### config.mk
export PLATFORM = sky130hd
export DESIGN_NAME = demux1to4_64bit_reg
export DESIGN_NICKNAME = d
export VERILOG_FILES = /design/src/rtl/demux1to4_64bit_reg.sv
export SDC_FILE = /design/constraint.sdc
export NUM_CORES = 1
export LEC_CHECK = 0
export ABC_AREA = 0
export BUFFER_PORTS_ARGS = -buffer_cell sky130_fd_sc_hd__buf_2
export CORE_MARGIN = 4
export CORE_UTILIZATION = 47
export CTS_CLUSTER_SIZE = 20
export DETAILED_ROUTE_END_ITERATION = 7
export GPL_ROUTABILITY_DRIVEN = 1
export GPL_TIMING_DRIVEN = 0
export HOLD_SLACK_MARGIN = 0.15
export PLACE_DENSITY = 0.74
export SYNTH_ARGS = -nofsm -noshare
export SYNTH_HDL_FRONTEND = slang
export SYNTH_SLANG_ARGS = --single-unit
### constraint.sdc
create_clock -name clk -period 3.7 [get_ports clk]
set_input_delay 0.74 -clock clk [delete_from_list [all_inputs] [get_ports clk]]
set_output_delay 0.74 -clock clk [all_outputs]
set_load 0.005 [all_outputs]
### src/rtl/demux1to4_64bit_reg.sv
// Registered 1:4 demux. One cycle of latency from accept to out[sel]. in_ready drops only when out[sel] is FULL and not draining.
// The optional per-lane delivered-beat counters and the clear_stats/count ports are present only when DEMUX_STATS_EN is defined.
module demux1to4_64bit_reg #(
    parameter int WIDTH = 64,
    parameter int CNT_W = 32
) (
    input  logic             clk,
    input  logic             reset,
    input  logic [WIDTH-1:0] in,
    input  logic [1:0]       sel,
    input  logic             in_valid,
    output logic             in_ready,
    output logic [WIDTH-1:0] out [3:0],
    output logic [3:0]       out_valid,
    input  logic [3:0]       out_ready
`ifdef DEMUX_STATS_EN
    ,
    input  logic             clear_stats,
    output logic [CNT_W-1:0] count [3:0]
`endif
);

    typedef enum logic {
        EMPTY = 1'b0,
        FULL  = 1'b1
    } lane_state_t;

    lane_state_t      r_state [3:0];
    lane_state_t      w_state_nxt [3:0];
    logic [WIDTH-1:0] r_data [3:0];
    logic [3:0]       w_load;
    logic [3:0]       w_deliver;
    logic             w_accept;

    // Ready depends on the selected lane only, never on in_valid, so a
    // producer can safely wait for ready before raising valid.
    assign in_ready = ~reset & (~out_valid[sel] | out_ready[sel]);
    assign w_accept = in_valid & in_ready;

    always_comb begin
        for (int i = 0; i < 4; i++) begin
            out_valid[i] = (r_state[i] == FULL);
            out[i]       = r_data[i];
        end
    end

    always_comb begin
        for (int i = 0; i < 4; i++) begin
            w_load[i]      = 1'b0;
            w_deliver[i]   = 1'b0;
            w_state_nxt[i] = r_state[i];
            w_load[i]      = w_accept & (sel == 2'(i));
            w_deliver[i]   = out_valid[i] & out_ready[i];
            case (r_state[i])
                EMPTY:   if (w_load[i]) w_state_nxt[i] = FULL;
                FULL:    if (w_deliver[i] && !w_load[i]) w_state_nxt[i] = EMPTY;
                default: w_state_nxt[i] = EMPTY;
            endcase
        end
    end

    always_ff @(posedge clk) begin
        if (reset) begin
            for (int i = 0; i < 4; i++) begin
                r_state[i] <= EMPTY;
                r_data[i]  <= '0;
            end
        end else begin
            for (int i = 0; i < 4; i++) begin
                r_state[i] <= w_state_nxt[i];
                if (w_load[i]) r_data[i] <= in;
            end
        end
    end

`ifdef DEMUX_STATS_EN
    logic [CNT_W-1:0] r_count [3:0];

    // Clear takes priority over a delivery in the same cycle.
    always_ff @(posedge clk) begin
        if (reset || clear_stats) begin
            for (int i = 0; i < 4; i++) r_count[i] <= '0;
        end else begin
            for (int i = 0; i < 4; i++)
                if (w_deliver[i]) r_count[i] <= r_count[i] + CNT_W'(1);
        end
    end

    always_comb begin
        for (int i = 0; i < 4; i++) count[i] = r_count[i];
    end
`endif

endmodule

Yosys cells after proc, flatten, opt, wreduce, memory -nomap -nowiden
Memories as Yosys holds them, arrays and structs flattened.
Index checks and enable logic that the tools add are counted.

operators by class
  order comparisons = 1
  equal/unequal tests = 3
  mux-type cells = 35
  bitwise operators = 25
  reductions and logical operators = 9

operators by type and width
  kind                count
  $mux 64             4
  $mux 1              25
  $and 1x1->1         10
  $or 1x1->1          9
  $pmux 1 s2          4
  $not 1->1           6
  $bmux 1 s2          2
  $eq 2x2->1 const B  2
  $logic_and 1x1->1   4
  $logic_not 1->1     4
  $lt 2x3->1 const B  1
  $eq 2x1->1 const B  1
  $logic_not 2->1     1

word-level totals
  bits in registers = 0
  bits in writable memories = 260
  input bits = 73
  output and inout port bits = 261
  word-level logic and storage cells = 75
  memories = 2

memory list
  memory   depth  width  rd ports  clocked after memory_dff  write ports  RTL line  RTL
  r_data   4      64     4         0                         4            30        logic [WIDTH-1:0] r_data [3:0];
  r_state  4      1      4         0                         4            28        lane_state_t r_state [3:0];

Longest topological paths before layout
Gate-level depths: netlist (run 1).

  depth after elaboration = 12
  depth in mapped cells = 6
  gate-level depth less buffers = 3

Worst setup path before layout (run 1)
No wires, ideal clock.

  path type = input to register
  from = input sel[1]
  to = memory r_data[1][0] (enable)
  setup time = 0.433 ns
  arrival = 2.711 ns
  data required time = 3.267 ns
  path slack = 0.556 ns
  stages = 4
  path buffers = 1
  path through = buf_2 and2b_2 nand3_1 nand2b_1

RTL lines
  what                RTL line  RTL
  start: declaration  10        input logic [1:0] sel,
  end: declaration    30

Worst setup path in the final report (run 1)
  from = input sel[1]
  to = output in_ready

between the ends
  word-level cells in the longest chain between the ends = 5
  elaborated cells between the ends (all ways) = 7
  those cells by class = mux (4); bitwise (3)

RTL lines
  what                          RTL line  RTL
  $bmux 1 s2                    37        assign in_ready = ~reset & (~out_valid[sel] | out_ready[sel]);
  $mux 1 (implied by the code)  37
  $not 1->1                     37
  $or 1x1->1 (*)                37
  $and 1x1->1 (*)               37
  end: declaration              12        output logic in_ready,

Mark *: on every way between the ends. The rest lies on a longest branch, timed or not. The select of a mux whose other input is x is not followed.

==> impl_metrics.env, run 1 <==
export IMPL_outcome="finished clean"
export IMPL_yosysSeqAreaShare_pct=82.6
export IMPL_synth_compound_area_share_pct=0.372
export IMPL_via_count=6417
export IMPL_fp_dieH_um=149
export IMPL_crit_top_cell="buf_2"
export IMPL_place_congestion=0.819
export IMPL_worstPathCellList="buf_2 > nor2b_4 > a311o_1 > a21oi_1 > buf_2"
export IMPL_fmax_ghz=0.406
export IMPL_syn_avg_cell_area_um2=14.6
export IMPL_slew_violations=0
export IMPL_crit_type="in -> out"
export IMPL_cts_tree="done"
export IMPL_design_area_um2=12400
export IMPL_die_w_um=149
export IMPL_synth_simple_area_share_pct=14.3
export IMPL_final_hold_viol_count=0
export IMPL_grt_start_max_net_pins=46
export IMPL_hp_class="in -> reg"
export IMPL_synth_xor_xnor_area_share_pct=0
export IMPL_synth_edf_count=256
export IMPL_cts_made_buffers=26
export IMPL_slew_headroom_pct=56.8
export IMPL_peakVddDrop_mv=0.341
export IMPL_dpl_cell_area_um2=11500
export IMPL_cp_required_ps=2960
export IMPL_syn_to_final_growth_pct=31.5
export IMPL_yosysWarnings=0
export IMPL_cts_buffer_depth=3
export IMPL_worst_pin_slew_ps=648
export IMPL_dp_hpwl_um=17800
export IMPL_rrSetupSlack_ps=1980
export IMPL_post_cts_setup_buffers=0
export IMPL_placementRows=51
export IMPL_antenna_found_initial=1
export IMPL_ys_flop_type="edfxtp_1"
export IMPL_worstPathArrival_ps=1720
export IMPL_clk_pin_slew_ps=60
export IMPL_netlist_area_um2=9410
export IMPL_postCtsResizedCells=0
export IMPL_synth_adder_area_share_pct=0
export IMPL_finClkSkew_ps=17.7
export IMPL_start_kind="input port"
export IMPL_core_area_um2=19600
export IMPL_leakage_uw=0.00542
export IMPL_grt_pass1_wl_um=38000
export IMPL_holdBufCountCts=0
export IMPL_maxCapViolCount=0
export IMPL_synth_top_family_by_area="simple AND/OR/NAND/NOR gates"
export IMPL_vias_per_cell=4.96
export IMPL_max_stage_delay_ps=390
export IMPL_p_per_area_nw_per_um2=523
export IMPL_dieArea_um2=22300
export IMPL_rsz0062_at_grt="no"
export IMPL_ys_types=22
export IMPL_path_max_fanout=7
export IMPL_synthCells=646
export IMPL_setup_viol=0
export IMPL_grtUsageTotal_pct=22.4
export IMPL_async_reset_ff_share_pct=0
export IMPL_grt_pass1_vias=6562
export IMPL_wl_per_cell_um=19.9
export IMPL_fillers=1489
export IMPL_synth_net_count=719
export IMPL_power_uw=6470
export IMPL_port_buffers=331
export IMPL_drtAntennaViolNets=0
export IMPL_start_util_pct=48.0
export IMPL_n_antenna_cell=0
export IMPL_slowest_stage="a311o_1"
export IMPL_post_route_period_util_pct=66.5
export IMPL_fin_crit_ps=2460
export IMPL_drtPass1Iterations=5
export IMPL_ctsRootBufferMaster="clkbuf_16"
export IMPL_gr_total_overflow=0
export IMPL_synth_seq_cells=260
export IMPL_io_pins=334
export IMPL_clk_latency_ps=520
export IMPL_wirelength_um=25700
export IMPL_drive_gt1_share_pct=40.3
export IMPL_cts_sinks=260
export IMPL_htreeDepth=1
export IMPL_drc_errors=0
export IMPL_end_kind="primary output"
export IMPL_muxShareOfSynthArea_pct=0.106
export IMPL_drt_iter0_markers=366
export IMPL_nets=1082
-- cell usage in the layout (no fill, tap or decap), types with 2 or more instances in the layout --
cell type     n
a21oi_1       5
buf_16        3
buf_2       346
buf_4        11
buf_6         6
bufinv_16     3
clkbuf_1     11
clkbuf_16    27
clkinv_1      4
clkinv_2      5
clkinvlp_4    2
dfxtp_1       4
edfxtp_1    256
nand2_1      64
nand2_2       2
nand2b_1      4
nand2b_4      4
nand3_1       3
nor2_1      257
-- where the power goes --
group	internal [uW]	switching, uW	leakage, uW
logic	169	304	0.00223
clock network	1540	1050	0.000408
registers	3380	36.1	0.00279
-- Yosys cell counts, types with 2 or more instances --
cell type	count	share of area, %
nor2_1	257	10
buf_6	6	0.72
nand2_2	2	0.13
clkbuf_1	5	0.20
a21oi_1	5	0.27
buf_2	15	0.80
nand3_1	3	0.16
buf_4	11	0.88
nand2b_1	8	0.53
dfxtp_1	4	0.85
nand2_1	64	2.6
edfxtp_1	256	82
-- flip-flops by register name, summed over array words and instances, names as in the netlist --
register and cells:
r_data 256, r_state 4
-- routing by layer --
layer | vias up | share of wire [%] | GRT usage, %
li1 | 2954 | - | -
met1 | 3044 | 37 | 27.7
met2 | 371 | 49 | 38.9
met3 | 46 | 12 | 6.24
met4 | 2 | 2.4 | 6.54
met5 | - | 0.051 | 0
-- worst max-delay path, delay by kind of cell --
| family | cells | cell delay, ps |
|---|---|---|
| AND/OR/NAND/NOR | 1 | 150 |
| buffers and inverters | 2 | 320 |
| AO/OA/AOI/OAI | 2 | 510 |
-- layout make-up --
| type | instances | area [um2] | area share, % |
|---|---|---|---|
| sequential | 260 | 7770 | 62.8 |
| inverter | 1 | 3.75 | 0.0303 |
| buffer | 37 | 244 | 1.97 |
| timing repair buffer | 335 | 1760 | 14.2 |
| clock buffer | 33 | 698 | 5.64 |
| multi-input combinational | 348 | 1420 | 11.5 |
| tap | 265 | 332 | 2.68 |
| clock inverter | 14 | 145 | 1.17 |
-- kinds of logic (layout without fill, tap and decap cells) --
logic type	Yosys count	in the layout
AO/OA/AOI/OAI	6	6
buffers and inverters	38	420
flip-flops	260	260
multiplexers	1	1
AND/OR/NAND/NOR	341	341
-- stage by stage --
step	TNS (ps)	std cells	util, %	worst slack (ps)	hold slack [ps]
after floorplan	0	646	-	556	523
after global placement	-132900	1242	58.2	-604	551
after detailed placement	0	1246	58.8	1250	561
after CTS	0	1293	63.2	1250	516
after global routing	0	1293	63.2	1180	549
final	0	1293	63.2	1240	531
-- path summary, 6_finish.rpt --
path | end | cells past startpoint | startpoint
min | r_state[0]$_SDFF_PP0_ | 2 | reset
min reg2reg | r_state[0]$_SDFF_PP0_ | 2 | r_state[0]$_SDFF_PP0_
max reg2reg | r_data[3][12]$_SDFFCE_PN0P_ | 4 | r_state[3]$_SDFF_PP0_
max | in_ready | 5 | sel[1]
Power figures use the tool's default switching activity.
==> run 2, diff against run 1 <==
Clock period 3.7 ns to 2.3 ns, I/O delays scaled along.
==> run 2 against run 1 <==
Compared with the run above: combinational power increased by 60%; clock skew is 4.9 ps lower; wire length decreased by 1.2%; sequential share of layout area is 0.11 points lower.
==> impl_metrics.env, run 2 (same netlist as run 1, synthesis figures left out) <==
export IMPL_via_count=6449
export IMPL_p_clk_share_pct=40.8
export IMPL_reg_top3="r_data x256, r_state x4"
export IMPL_multi_input_area_um2=1420
export IMPL_dp_hpwl_um=17600
export IMPL_leakage_uw=0.00544
export IMPL_vias_per_cell=4.98
export IMPL_largest_register="r_data"
export IMPL_cp_endpoint="in_ready"
export IMPL_hp_class="in -> reg"
export IMPL_switching_share_pct=21.5
export IMPL_max_stage_delay_ps=330
export IMPL_worstPathArrival_ps=1560
export IMPL_grt_start_max_net_pins=41
export IMPL_peakVddDrop_mv=0.580
export IMPL_grt_pass1_wl_um=37400
export IMPL_largest_register_ff_count=256
export IMPL_die_w_um=149
export IMPL_design_area_um2=12400
export IMPL_placed_cells=1246
export IMPL_fmax_ghz=0.494
export IMPL_drc_errors=0
export IMPL_clk_latency_ps=520
export IMPL_final_common_cell="buf_2"
export IMPL_wl_per_cell_um=19.6
export IMPL_finalWorstSetupSlack_ps=276
export IMPL_drive_gt1_share_pct=40.5
export IMPL_final_cell_mix="buf_2 (346), nor2_1 (257), edfxtp_1 (256)"
export IMPL_nets=1082
export IMPL_dpl_cell_area_um2=11500
export IMPL_placementRows=51
export IMPL_slowest_stage="dfxtp_1"
export IMPL_gr_total_overflow=0
export IMPL_wirelength_um=25400
export IMPL_grt_pass1_vias=6471
export IMPL_p_comb_share_pct=7.2
export IMPL_syn_to_final_growth_pct=31.7
export IMPL_core_area_um2=19600
export IMPL_port_buffers=331
export IMPL_clk_pin_slew_ps=60
export IMPL_final_hold_viol_count=0
export IMPL_seq_power_share_pct=52.0
export IMPL_critPathLaunch="r_state[0]$_SDFF_PP0_"
export IMPL_p_per_area_nw_per_um2=851
export IMPL_maxCapViolCount=0
export IMPL_fin_crit_ps=2020
export IMPL_holdBufCountCts=0
export IMPL_finalNonFillerCells=1295
export IMPL_ctsRootBufferMaster="clkbuf_16"
export IMPL_reg2reg_depth=4
export IMPL_fp_dieH_um=149
export IMPL_setup_viol=0
export IMPL_crit_type="reg -> out"
export IMPL_cts_buffer_depth=3
export IMPL_totalNegativeSetupSlack_ps=0
export IMPL_cts_tree="done"
export IMPL_outcome="finished clean"
export IMPL_cp_required_ps=1840
export IMPL_rrSetupSlack_ps=480
export IMPL_start_util_pct=48.0
export IMPL_place_congestion=0.825
export IMPL_postCtsResizedCells=0
export IMPL_path_max_fanout=3
export IMPL_p_int_uw=8280
export IMPL_worstPathCellList="nor4b_1 > a311o_1 > a21oi_1 > buf_2"
export IMPL_cts_made_buffers=26
export IMPL_fillers=1499
export IMPL_place_ws_ps=198
export IMPL_io_pins=334
export IMPL_worst_pin_slew_ps=579
export IMPL_rsz0062_at_grt="no"
export IMPL_grtUsageTotal_pct=22.1
export IMPL_slew_headroom_pct=61.4
export IMPL_drtAntennaViolNets=0
export IMPL_end_kind="primary output"
export IMPL_drt_iter0_markers=441
export IMPL_drtPass1Iterations=5
export IMPL_slew_violations=0
export IMPL_ff_latch_area_um2=7770
export IMPL_rr_endpoint="r_data[1][52]$_SDFFCE_PN0P_"
export IMPL_start_kind="flop"
export IMPL_antenna_found_initial=3
export IMPL_cts_sinks=260
export IMPL_finClkSkew_ps=12.8
export IMPL_post_route_period_util_pct=88.0
export IMPL_htreeDepth=1
export IMPL_power_uw=10500
export IMPL_r2r_start="r_state[1]$_SDFF_PP0_"
export IMPL_dieArea_um2=22300
export IMPL_p_switching_uw=2260
export IMPL_post_cts_setup_buffers=0
run 2: cell count changes in the layout (fill, tap and decap cells not counted):
| cell | change |
|---|---|
| diode_2 | +1 |
| buf_16 | -2 |
| buf_12 | +2 |
| clkbuf_1 | -4 |
| bufinv_16 | +1 |
| clkinvlp_4 | -1 |
| clkinv_2 | +2 |
| clkinv_4 | +1 |
| clkinv_1 | +2 |
run 2: worst max-delay path: cells and delay by family, from the launching register on:
family,cells,cell delay [ps]
AO/OA/AOI/OAI,2,440
buffers and inverters,1,130
flip-flops,1,330
AND/OR/NAND/NOR,1,150
run 2: power by group through the flow:
stage	combinational [uW]	clock, uW	sequential (uW)
2_1_floorplan	269	0	5620
3_3_place_gp	729	0	5600
3_5_place_dp	767	0	5590
4_1_cts	770	4340	5490
5_1_grt	824	4560	5500
6_report	755	4300	5490
run 2: worst min-delay path by stage:
stage                     cells past startpoint                   from               endpoint
after CTS                                     2                  reset  r_state[0]$_SDFF_PP0_
after floorplan                               2  r_state[0]$_SDFF_PP0_  r_state[0]$_SDFF_PP0_
after detailed placement                      2  r_state[0]$_SDFF_PP0_  r_state[0]$_SDFF_PP0_
after global placement                        2  r_state[0]$_SDFF_PP0_  r_state[0]$_SDFF_PP0_
final                                         2                  reset  r_state[0]$_SDFF_PP0_
after global routing                          2                  reset  r_state[3]$_SDFF_PP0_
run 2: metal layers:
metal,global-route usage [%],vias up,wire [um]
li1,-,2938,-
met1,28.1,3105,9410
met2,36.9,354,12500
met3,6.18,48,2780
met4,7.23,4,701
met5,0,-,20
run 2: area by class of cell:
cell class / instances / area share (%)
clock buffer: 29 / 5.51
buffer: 37 / 1.97
antenna: 1 / 0.0202
tap: 265 / 2.68
multi-input combinational: 348 / 11.5
timing repair buffer: 335 / 14.1
sequential: 260 / 62.7
inverter: 1 / 0.0303
clock inverter: 19 / 1.56
run 2: metrics by stage:
step / hold WS [ps] / util (%)
4_1_cts: 219 / 63.2
6_report: 240 / 63.3
2_1_floorplan: 524 / -
5_1_grt: 259 / 63.3
3_3_place_gp: 552 / 58.2
3_5_place_dp: 559 / 58.8
==> run 3, diff against run 2 <==
Settings changed: CAP_MARGIN from default to 20, CELL_PAD_IN_SITES_DETAIL_PLACEMENT from default to 1, CELL_PAD_IN_SITES_GLOBAL_PLACEMENT from default to 1, CORE_UTILIZATION 47 to 39, PLACE_DENSITY 0.74 to 0.77.
==> run 3 against run 2 <==
Compared with the run above: sequential share of layout area is essentially flat; clock-buffer cell count up 7; utilization is 11 points lower; critical path depth unchanged; final area barely moved; worst hold slack better by 21 ps; register-to-register slack is essentially flat; fmax fell by 1.8%; via count rose by 2.4%.
==> impl_metrics.env, run 3 (same netlist as run 1, synthesis figures left out) <==
export IMPL_slew_violations=0
export IMPL_slew_headroom_pct=56.3
export IMPL_vias_per_cell=4.89
export IMPL_worstPathArrival_ps=1600
export IMPL_via_count=6602
export IMPL_holdBufCountCts=0
export IMPL_syn_to_final_growth_pct=31.8
export IMPL_r2r_start="r_state[3]$_SDFF_PP0_"
export IMPL_final_cell_mix="buf_2 (346), nor2_1 (257), edfxtp_1 (256)"
export IMPL_ctsRootBufferMaster="clkbuf_16"
export IMPL_setup_viol=0
export IMPL_worst_hold_slack_ps=262
export IMPL_outcome="finished clean"
export IMPL_switching_share_pct=22.5
export IMPL_end_kind="primary output"
export IMPL_die_w_um=163
export IMPL_grt_pass1_vias=7189
export IMPL_fmax_ghz=0.485
export IMPL_p_int_uw=7980
export IMPL_final_hold_viol_count=0
export IMPL_rsz0062_at_grt="no"
export IMPL_wirelength_um=29900
export IMPL_maxCapViolCount=0
export IMPL_start_util_pct=39.8
export IMPL_crit_type="reg -> out"
export IMPL_path_max_fanout=3
export IMPL_core_area_um2=23600
export IMPL_min_path_cells=2
export IMPL_drc_errors=0
export IMPL_htreeDepth=1
export IMPL_port_buffers=331
export IMPL_cts_sinks=260
export IMPL_worst_pin_slew_ps=655
export IMPL_nets=1084
export IMPL_placementRows=56
export IMPL_largest_register="r_data"
export IMPL_final_common_cell="buf_2"
export IMPL_rrSetupSlack_ps=480
export IMPL_postCtsResizedCells=0
export IMPL_drtAntennaViolNets=0
export IMPL_hp_class="in -> reg"
export IMPL_holdPathEnd="r_state[2]$_SDFF_PP0_"
export IMPL_leakage_uw=0.00540
export IMPL_clk_latency_ps=530
export IMPL_grtUsageTotal_pct=21.8
export IMPL_gr_total_overflow=0
export IMPL_antenna_found_initial=1
export IMPL_finClkSkew_ps=12.2
export IMPL_min_delay_start="reset"
export IMPL_drive_gt1_share_pct=39.7
export IMPL_fp_dieH_um=163
export IMPL_drtPass1Iterations=4
export IMPL_grt_start_max_net_pins=46
export IMPL_post_route_period_util_pct=89.6
export IMPL_dieArea_um2=26700
export IMPL_place_congestion=0.781
export IMPL_p_comb_share_pct=7.7
export IMPL_post_cts_setup_buffers=0
export IMPL_start_kind="flop"
export IMPL_peakVddDrop_mv=0.646
export IMPL_p_clk_share_pct=39.0
export IMPL_reg2reg_depth=4
export IMPL_largest_register_ff_count=256
export IMPL_cts_made_buffers=28
export IMPL_seq_power_share_pct=53.3
export IMPL_cp_required_ps=1840
export IMPL_clk_pin_slew_ps=60
export IMPL_drt_iter0_markers=441
export IMPL_wl_per_cell_um=22.1
export IMPL_io_pins=334
export IMPL_p_per_area_nw_per_um2=831
export IMPL_fin_crit_ps=2060
export IMPL_cts_tree="done"
export IMPL_rr_endpoint="r_data[3][28]$_SDFFCE_PN0P_"
export IMPL_dp_hpwl_um=20800
export IMPL_cts_buffer_depth=3
export IMPL_p_switching_uw=2320
export IMPL_reg_top3="r_data x256, r_state x4"
export IMPL_grt_pass1_wl_um=44000
export IMPL_totalNegativeSetupSlack_ps=0
run 3: changes by cell type in the layout (fill, tap and decap cells not counted):
cell / before / now
buf_12: 3 / 2
buf_16: 1 / 2
bufinv_16: 4 / 0
clkbuf_1: 7 / 12
clkbuf_16: 27 / 29
clkinv_1: 6 / 11
clkinv_2: 7 / 2
clkinv_4: 1 / 0
run 3: cell type report:
class / instances / area [um2]
repair buffers: 335 / 1750
flip-flops and latches: 260 / 7770
diodes: 1 / 2.50
plain buffers: 37 / 244
inverters: 1 / 3.75
clock inverters: 14 / 58.8
fillers: 2490 / 11200
well taps: 319 / 399
multi-input cells: 348 / 1420
clock buffers: 36 / 752
run 3: stage by stage:
stage | std cells | cell area [um2] | util, % | total power [uW] | worst slack (ps)
after detailed placement | 1300 | 11600 | 49.1 | 6400 | 185
after global placement | 1296 | 11500 | 48.6 | 6350 | -551
after global routing | 1351 | 12400 | 52.5 | 10700 | 161
after CTS | 1350 | 12400 | 52.5 | 10400 | 237
after floorplan | 646 | 9420 | - | 5890 | 138
final | 1351 | 12400 | 52.5 | 10300 | 240
run 3: worst max-delay path by stage:
stage	from	to	slack [ps]	depth (start not counted)
floorplan	sel[1]	r_data[1][0]$_SDFFCE_PN0P_	140	4
detailed placement	sel[1]	r_data[1][56]$_SDFFCE_PN0P_	180	5
finish	r_state[0]$_SDFF_PP0_	in_ready	240	4
global route	r_state[0]$_SDFF_PP0_	in_ready	160	4
global placement	sel[1]	r_data[1][60]$_SDFFCE_PN0P_	-550	4
CTS	r_state[0]$_SDFF_PP0_	in_ready	240	4
run 3: power groups by stage:
stage          logic [uW]  registers [uW]  clock network, uW
2_1_floorplan         269            5620                  0
3_3_place_gp          752            5600                  0
3_5_place_dp          804            5590                  0
4_1_cts               810            5500               4080
5_1_grt               861            5510               4310
6_report              791            5490               4010
run 3: layer usage:
layer	track usage, %	part of all wire, %
met1	26.5	37
met2	38.5	52
met3	4.79	7.5
met4	7.32	3.4
met5	0	0
run 3: critical path: stages, from the launching register on:
cell     delay (ps)
dfxtp_1         330
nor4b_1         150
a311o_1         340
a21oi_1         120
buf_2           150
